File: config.mk
export PLATFORM = sky130hd
export DESIGN_NAME = nibble_serial_addsub_ctrl
export DESIGN_NICKNAME = d
export VERILOG_FILES = /design/src/rtl/nibble_serial_addsub_ctrl_pkg.sv /design/src/rtl/nibble_serial_addsub_ctrl_addsub_nibble.sv /design/src/rtl/nibble_serial_addsub_ctrl.sv
export SDC_FILE = /design/constraint.sdc
export NUM_CORES = 1
export LEC_CHECK = 0
export CAP_MARGIN = 5
export CORE_ASPECT_RATIO = 1.4
export CORE_UTILIZATION = 54
export DETAILED_ROUTE_END_ITERATION = 10
export PLACE_DENSITY = 0.91
export SLEW_MARGIN = 20
export SYNTH_ARGS = -nofsm -noshare
export SYNTH_HDL_FRONTEND = slang
export SYNTH_SLANG_ARGS = --single-unit
File: constraint.sdc
create_clock -name clk -period 6.1 [get_ports clk]
set_clock_uncertainty 0.05 [all_clocks]
set_input_delay 0.61 -clock clk [delete_from_list [all_inputs] [get_ports clk]]
set_output_delay 0.61 -clock clk [all_outputs]
set_load 0.02 [all_outputs]
File: src/rtl/nibble_serial_addsub_ctrl_pkg.sv
// Shared types and constants for the nibble-serial add/sub controller.
package nibble_serial_addsub_ctrl_pkg;

    localparam int unsigned NIB_W = 4;

    typedef enum logic [1:0] {
        IDLE = 2'd0,
        RUN  = 2'd1,
        DONE = 2'd2
    } state_e;

endpackage

File: src/rtl/nibble_serial_addsub_ctrl_addsub_nibble.sv
// One nibble of ripple-carry addition; subtraction is done by the caller
// pre-inverting b and feeding cin=1.
module addsub_nibble
    import nibble_serial_addsub_ctrl_pkg::*;
(
    input  logic [NIB_W-1:0] a,
    input  logic [NIB_W-1:0] b,
    input  logic             cin,
    output logic [NIB_W-1:0] s,
    output logic             cout
);

    logic [NIB_W:0] c;

    assign c[0] = cin;

    for (genvar g = 0; g < NIB_W; g++) begin : g_fa
        assign s[g]   = a[g] ^ b[g] ^ c[g];
        assign c[g+1] = (a[g] & b[g]) | (c[g] & (a[g] ^ b[g]));
    end

    assign cout = c[NIB_W];

endmodule

File: src/rtl/nibble_serial_addsub_ctrl.sv
// Sequences a single 4-bit add/sub slice over WIDTH/4 cycles, LS nibble first,
// and reports result, final carry/no-borrow and signed overflow.
module nibble_serial_addsub_ctrl
    import nibble_serial_addsub_ctrl_pkg::*;
#(
    parameter int unsigned WIDTH = 16
) (
    input  logic             clk,
    input  logic             rst,
    input  logic             start,
    input  logic             sub,
    input  logic [WIDTH-1:0] a,
    input  logic [WIDTH-1:0] b,
    output logic             ready,
    output logic             done,
    output logic [WIDTH-1:0] result,
    output logic             cbout,
    output logic             ovf
);

    localparam int unsigned NNIB  = WIDTH / NIB_W;
    localparam int unsigned IDX_W = (NNIB > 1) ? $clog2(NNIB) : 1;

    if ((WIDTH % NIB_W) != 0 || WIDTH < 8) begin : g_bad_width
        $error("WIDTH must be a multiple of 4 and at least 8");
    end

    state_e             state_q, state_d;
    logic [IDX_W-1:0]   idx_q, idx_d;
    logic [WIDTH-1:0]   a_q, a_d, b_q, b_d, result_q, result_d;
    logic               sub_q, sub_d, carry_q, carry_d;
    logic               cbout_q, cbout_d, ovf_q, ovf_d;
    logic               ready_q, ready_d, done_q, done_d;

    logic [NIB_W-1:0]   nib_a, nib_b, nib_sum;
    logic               nib_cout, last_nib;

    assign nib_a    = a_q[idx_q*NIB_W +: NIB_W];
    assign nib_b    = b_q[idx_q*NIB_W +: NIB_W] ^ {NIB_W{sub_q}};
    assign last_nib = (idx_q == IDX_W'(NNIB - 1));

    addsub_nibble u_nib (
        .a    (nib_a),
        .b    (nib_b),
        .cin  (carry_q),
        .s    (nib_sum),
        .cout (nib_cout)
    );

    always_ff @(posedge clk) begin
        if (rst) begin
            state_q  <= IDLE;
            idx_q    <= '0;
            a_q      <= '0;
            b_q      <= '0;
            sub_q    <= 1'b0;
            carry_q  <= 1'b0;
            result_q <= '0;
            cbout_q  <= 1'b0;
            ovf_q    <= 1'b0;
            ready_q  <= 1'b1;
            done_q   <= 1'b0;
        end else begin
            state_q  <= state_d;
            idx_q    <= idx_d;
            a_q      <= a_d;
            b_q      <= b_d;
            sub_q    <= sub_d;
            carry_q  <= carry_d;
            result_q <= result_d;
            cbout_q  <= cbout_d;
            ovf_q    <= ovf_d;
            ready_q  <= ready_d;
            done_q   <= done_d;
        end
    end

    always_comb begin
        state_d  = state_q;
        idx_d    = idx_q;
        a_d      = a_q;
        b_d      = b_q;
        sub_d    = sub_q;
        carry_d  = carry_q;
        result_d = result_q;
        cbout_d  = cbout_q;
        ovf_d    = ovf_q;

        case (state_q)
            IDLE: begin
                if (start) begin
                    state_d  = RUN;
                    a_d      = a;
                    b_d      = b;
                    sub_d    = sub;
                    idx_d    = '0;
                    result_d = '0;
                    carry_d  = sub;
                    cbout_d  = 1'b0;
                    ovf_d    = 1'b0;
                end
            end
            RUN: begin
                result_d[idx_q*NIB_W +: NIB_W] = nib_sum;
                carry_d = nib_cout;
                idx_d   = IDX_W'(idx_q + 1'b1);
                if (last_nib) begin
                    state_d = DONE;
                    idx_d   = '0;
                    cbout_d = nib_cout;
                    // Overflow: operands agree in sign but the result does not.
                    ovf_d   = (a_q[WIDTH-1] == (b_q[WIDTH-1] ^ sub_q))
                            & (nib_sum[NIB_W-1] != a_q[WIDTH-1]);
                end
            end
            DONE:    state_d = IDLE;
            default: state_d = IDLE;
        endcase

        ready_d = (state_d == IDLE);
        done_d  = (state_d == DONE);
    end

    assign ready  = ready_q;
    assign done   = done_q;
    assign result = result_q;
    assign cbout  = cbout_q;
    assign ovf    = ovf_q;

endmodule
After elaboration in Yosys (flattened, before gate mapping)
Index checks and enable logic that the tools add are counted.
{"block": "word_totals", "register_bits": 58, "wordCells": 69, "output_inout_bits": 20, "input_bits": 36}
{"block": "op_classes", "muxes": 16, "n_shift": 4, "n_reduce_logical": 6, "bitwise_logic": 23, "eq_ne": 7, "n_addsub": 2}
{"operator": "4-bit negation with 34-bit output", "n": 1}
{"operator": "4-bit by 34-bit variable shift with 16-bit output, first input constant", "n": 1}
{"operator": "4-bit by 34-bit indexed part select with 16-bit output", "n": 1}
{"operator": "16-bit case mux with 2 select lines", "n": 1}
{"operator": "16-bit by 5-bit indexed part select with 4-bit output", "n": 2}
{"operator": "16-bit bitwise mux", "n": 1}
{"operator": "16-bit 2-to-1 mux", "n": 1}
{"operator": "1-bit bitwise AND", "n": 9}
{"operator": "1-bit XOR", "n": 9}
{"operator": "2-bit 2-to-1 mux", "n": 4}
{"operator": "2-bit case mux with 2 select lines", "n": 2}
{"operator": "1-bit case mux with 2 select lines", "n": 3}
{"operator": "2-bit == test, second input constant", "n": 2}
{"operator": "2-bit zero test", "n": 2}
{"operator": "1-bit 2-to-1 mux", "n": 4}
{"operator": "2-bit inequality test, second input constant", "n": 2}
{"operator": "1-bit OR", "n": 4}
{"operator": "2-bit AND reduction", "n": 2}
{"operator": "4-bit XOR", "n": 1}
{"operator": "3-bit AND reduction", "n": 1}
{"operator": "2-bit by 1-bit adder with 2-bit output, second input constant", "n": 1}
{"operator": "2-bit by 1-bit == test with 1-bit output, second input constant", "n": 1}
{"operator": "2-bit nonzero test", "n": 1}
{"operator": "1-bit == test", "n": 1}
{"operator": "1-bit inequality test", "n": 1}

Longest topological paths before layout
{"block": "depth", "depth_word": 14, "mapped_depth": 11, "mapped_depth_nobuf": 10}

By module
From an unflattened synthesis, not the netlist that was laid out.
{"block": "hier_totals", "hier_cells": 284, "hier_area_um2": 2701.3}
{"mod": "nibble_serial_addsub_ctrl", "area_each_um2": 2583.7, "cells_each": 270, "instances": 1, "seq_area_each_um2": 1161.1}
{"mod": "addsub_nibble", "area_each_um2": 117.6, "cells_each": 14, "instances": 1, "seq_area_each_um2": 0.0}

Worst setup path after synthesis
No wires, ideal clock.
{"block": "synth_timing", "path_kind": "register to register", "start": "register idx_q[0]", "end": "register ovf_q, in the netlist ovf", "arrival_time_ns": 3.161, "path_stages_with_launch": 12, "period_less_slack_ns": 3.281, "required_time_ns": 5.980, "n_path_buf": 1, "slack_ns": 2.819, "setup_time_ns": 0.070, "path_cell_list": "dfxtp_1 -> buf_2 -> mux4_2 -> xor2_1 -> fa_1 -> inv_1 -> fa_1 -> fa_1 -> fa_1 -> or2_2 -> mux2i_1 -> o2bb2ai_1"}
{"block": "synth_via", "elab_chain_cells": 14, "word_cells_on_any_way": 24, "classes_between": "3 x eq/ne; 2 x shift; 2 x mux; 16 x bitwise; 1 x reduce/logical"}
{"element": "start: declaration", "line_no": "nibble_serial_addsub_ctrl.sv:29", "text": "logic [IDX_W-1:0] idx_q, idx_d;"}
{"element": "start signal: assignment", "line_no": "nibble_serial_addsub_ctrl.sv:65", "text": "idx_q <= idx_d;"}
{"element": "16-bit by 5-bit indexed part select with 4-bit output", "line_no": "nibble_serial_addsub_ctrl.sv:39", "text": "assign nib_b = b_q[idx_q*NIB_W +: NIB_W] ^ {NIB_W{sub_q}};"}
{"element": "4-bit XOR", "line_no": "nibble_serial_addsub_ctrl.sv:39"}
{"element": "1-bit XOR", "line_no": "nibble_serial_addsub_ctrl_addsub_nibble.sv:19", "text": "assign c[g+1] = (a[g] & b[g]) | (c[g] & (a[g] ^ b[g]));"}
{"element": "1-bit bitwise AND", "line_no": "nibble_serial_addsub_ctrl_addsub_nibble.sv:19"}
{"element": "1-bit OR", "line_no": "nibble_serial_addsub_ctrl_addsub_nibble.sv:19"}
{"element": "1-bit bitwise AND", "line_no": "nibble_serial_addsub_ctrl_addsub_nibble.sv:19"}
{"element": "1-bit OR", "line_no": "nibble_serial_addsub_ctrl_addsub_nibble.sv:19"}
{"element": "1-bit bitwise AND", "line_no": "nibble_serial_addsub_ctrl_addsub_nibble.sv:19"}
{"element": "1-bit OR", "line_no": "nibble_serial_addsub_ctrl_addsub_nibble.sv:19"}
{"element": "1-bit XOR", "line_no": "nibble_serial_addsub_ctrl_addsub_nibble.sv:18", "text": "assign s[g] = a[g] ^ b[g] ^ c[g];"}
{"element": "1-bit inequality test", "line_no": "nibble_serial_addsub_ctrl.sv:113", "text": "& (nib_sum[NIB_W-1] != a_q[WIDTH-1]);"}
{"element": "1-bit bitwise AND", "line_no": "nibble_serial_addsub_ctrl.sv:113"}
{"element": "1-bit 2-to-1 mux", "line_no": "nibble_serial_addsub_ctrl.sv:107", "text": "if (last_nib) begin"}
{"element": "1-bit case mux with 2 select lines", "line_no": "nibble_serial_addsub_ctrl.sv:89", "text": "case (state_q)"}
{"element": "end signal: assignment", "line_no": "nibble_serial_addsub_ctrl.sv:72", "text": "ovf_q <= ovf_d;"}
{"element": "end: declaration", "line_no": "nibble_serial_addsub_ctrl.sv:32", "text": "logic cbout_q, cbout_d, ovf_q, ovf_d;"}
Parallel ways exist; a longest one is shown, timed or not. The select of a mux whose other input is x is not followed.
A chain may end at the register's enable or synchronous reset.

Worst setup path in the final report
{"block": "layout_timing", "start": "register idx_q[1]", "end": "register ovf_q, in the netlist ovf"}
The elaborated chain is that of the path after synthesis.

==> flow_summary.toml <==
[outcome]
status = "finished, final reports clean"

[place]
gp_congestion = 0.795
place_ws_ns = 2.64
dpl.hpwl_mm = 4.08
place.port_buffers = 55

[clock_network]
clkLatencyLatePin_ns = 0.34
numCtsBuffers = 9
holdBufCountCts = 0
htree_num_levels = 3
cts_tree = "yes"
clock-sinks = 58
cts_buffer_depth = 2
cts_resized = 0
post_cts_buffers = 0
clkSlewWorstSetupHoldPaths_ns = 0.06
cts-root-buf = "clkbuf_8"

[setup_path]
cp_max_fo = 12
startpoint_type = "flop"
critPathKind = "reg2reg"
end_kind = "flop"
reg2reg_slack_ns = 2.64
arrival_ns = 3.68
cp.required_ns = 6.32

[die]
initial_core_util = 0.575
die_x_um = 61.2
num_rows = 29
die-area_um2 = 5200
num_io_pins = 56
die_h_um = 84.9
core_area_um2 = 4610

[power_and_ir_drop]
vdd_ir_drop_max_uv = 250
p_per_area_nw_per_um2 = 259
static-leakage-power_nw = 1.19

[route]
wl_per_cell_um = 14.3
antenna_left = 0
dr.pass1.iters = 4
drc = 0
viasPerCell = 5.42
vias = 2197
wl_mm = 5.81
first_iter_violations = 118

[global_route]
track_usage = 0.262
antenna_found_initial = 0
grt_max_degree = 56
grt_pass1_wl_mm = 9.91
grt_pass1_vias = 2247
grt_overflow_total = 0

[timing]
rsz0062_at_grt = "false"
hold_viol = 0
setup_slack_ns = 2.64
min_period_ns = 3.46
setup_violations = 0
slew_viol_final = 0
fmax_mhz = 289
tightest_slew_ns = 0.995
min_period_over_period = 0.567
slew_headroom = 0.337
finalSetupTns_ns = 0

[synth]
synth.top_cell.area_share = 0.438
seq_area_frac_synth = 0.438
synthFlopType = "dfxtp_1"
ys_types = 36
synth-edff-count = 0
synth_area_leaders = "dfxtp_1 (44%), a21oi_1 (9.8%), nand2_1 (9.6%)"
yosysTopAreaCell = "dfxtp_1"
syn_nets = 339
synth_area_um2 = 2650
synthArstFlopShare = 0
avgSynthCellArea_um2 = 8.98
yosys_warnings = 0
ys_seq_elements = 58
syn_inst = 295

[final_layout]
drive_above_1_share = 0.0875
final_util = 0.724
diodes = 0
final_nets = 383
fillCellCount = 362
area_growth_pct = 25.9

[hold_path]
min_path_type = "reg2reg"

[job]
drv_cap = 0
==> where the power goes <==
| group | switching (W) | internal (W) |
|---|---|---|
| Clock | 0.000142 | 0.000188 |
| Combinational | 0.0000602 | 0.0000646 |
| Sequential | 0.0000133 | 0.000395 |
==> Yosys cell counts, types with 4 or more instances <==
cell type and instances:
clkbuf_1 7, o21ai_0 4, nand3b_1 12, nor2_1 6, mux2i_1 5, mux4_2 8
xnor2_1 4, nand2_1 68, nand3_1 4, dfxtp_1 58, inv_1 6, o21ai_1 14
ha_1 4, fa_1 4, buf_2 7, buf_4 4, a21oi_1 52, buf_6 5
==> cell families (layout without fill, tap and decap cells) <==
logic type | after synthesis | count (layout) | synth area share
buf+inv | 31 | 79 | 0.0670
compound gates | 76 | 76 | 0.150
mux | 13 | 13 | 0.0869
xor+xnor | 5 | 5 | 0.0165
flops | 58 | 58 | 0.438
simple gates | 104 | 104 | 0.193
fa+ha+maj | 8 | 8 | 0.0491
==> metal layers <==
layer / GRT usage / vias to the layer above / wire [µm]
met5: 0 / - / 0
met4: 0.120 / 0 / 146
met3: 0.0823 / 14 / 249
met2: 0.454 / 64 / 3230
met1: 0.278 / 1029 / 2180
li1: - / 1090 / -
==> final cells by class <==
| cell class | count | area [µm²] | share of cell area |
|---|---|---|---|
| clock buffer | 13 | 179 | 0.0536 |
| clock inverter | 2 | 10.0 | 0.00300 |
| inverter | 7 | 26.3 | 0.00788 |
| multi-input combinational | 206 | 1320 | 0.395 |
| sequential | 58 | 1160 | 0.348 |
| tap | 62 | 77.6 | 0.0233 |
| timing repair buffer | 57 | 564 | 0.169 |
==> worst max-delay path: stages (launching register included) <==
cell,delay [ns]
dfxtp_1,0.62
mux4_2,0.39
xor2_1,0.19
fa_1,0.20
inv_1,0.05
fa_1,0.38
fa_1,0.40
fa_1,0.53
or2_2,0.31
mux2i_1,0.15
o2bb2ai_1,0.12
==> registers in the layout (all words and copies together) (netlist names) <==
signal and count:
cbout 1, ovf 1, done 1, state_q 2, idx_q 2, result 16
ready 1, sub_q 1, a_q 16, b_q 16, carry_q 1
==> placed cells by master, fill, tap and decap left out, types with 4 or more instances in the layout <==
| cell type | n |
|---|---|
| a21oi_1 | 52 |
| clkbuf_8 | 13 |
| clkdlybuf4s50_1 | 54 |
| dfxtp_1 | 58 |
| fa_1 | 4 |
| ha_1 | 4 |
| inv_1 | 6 |
| mux2i_1 | 5 |
| mux4_2 | 8 |
| nand2_1 | 68 |
| nand3_1 | 4 |
| nand3b_1 | 12 |
| nor2_1 | 6 |
| o21ai_0 | 4 |
| o21ai_1 | 14 |
| xnor2_1 | 4 |
==> stage by stage <==
stage,std cells,instance area [µm²],hold slack (ns),total power (W)
2_1_floorplan,295,2650,0.383,0.000498
3_3_place_gp,389,3140,0.393,0.000534
3_5_place_dp,389,3140,0.397,0.000539
4_1_cts,404,3320,0.405,0.000869
5_1_grt,405,3340,0.430,0.000901
6_report,405,3340,0.405,0.000863
==> path summary, 6_finish.rpt <==
check | end | start | depth (start not counted)
hold reg to reg | b_q[12] | b_q[12] | 2
setup / recovery | ovf | idx_q[1] | 10
hold / removal | b_q[12] | b_q[12] | 2
setup reg to reg | ovf | idx_q[1] | 10
Note: power is estimated with default switching activity, not from simulation.
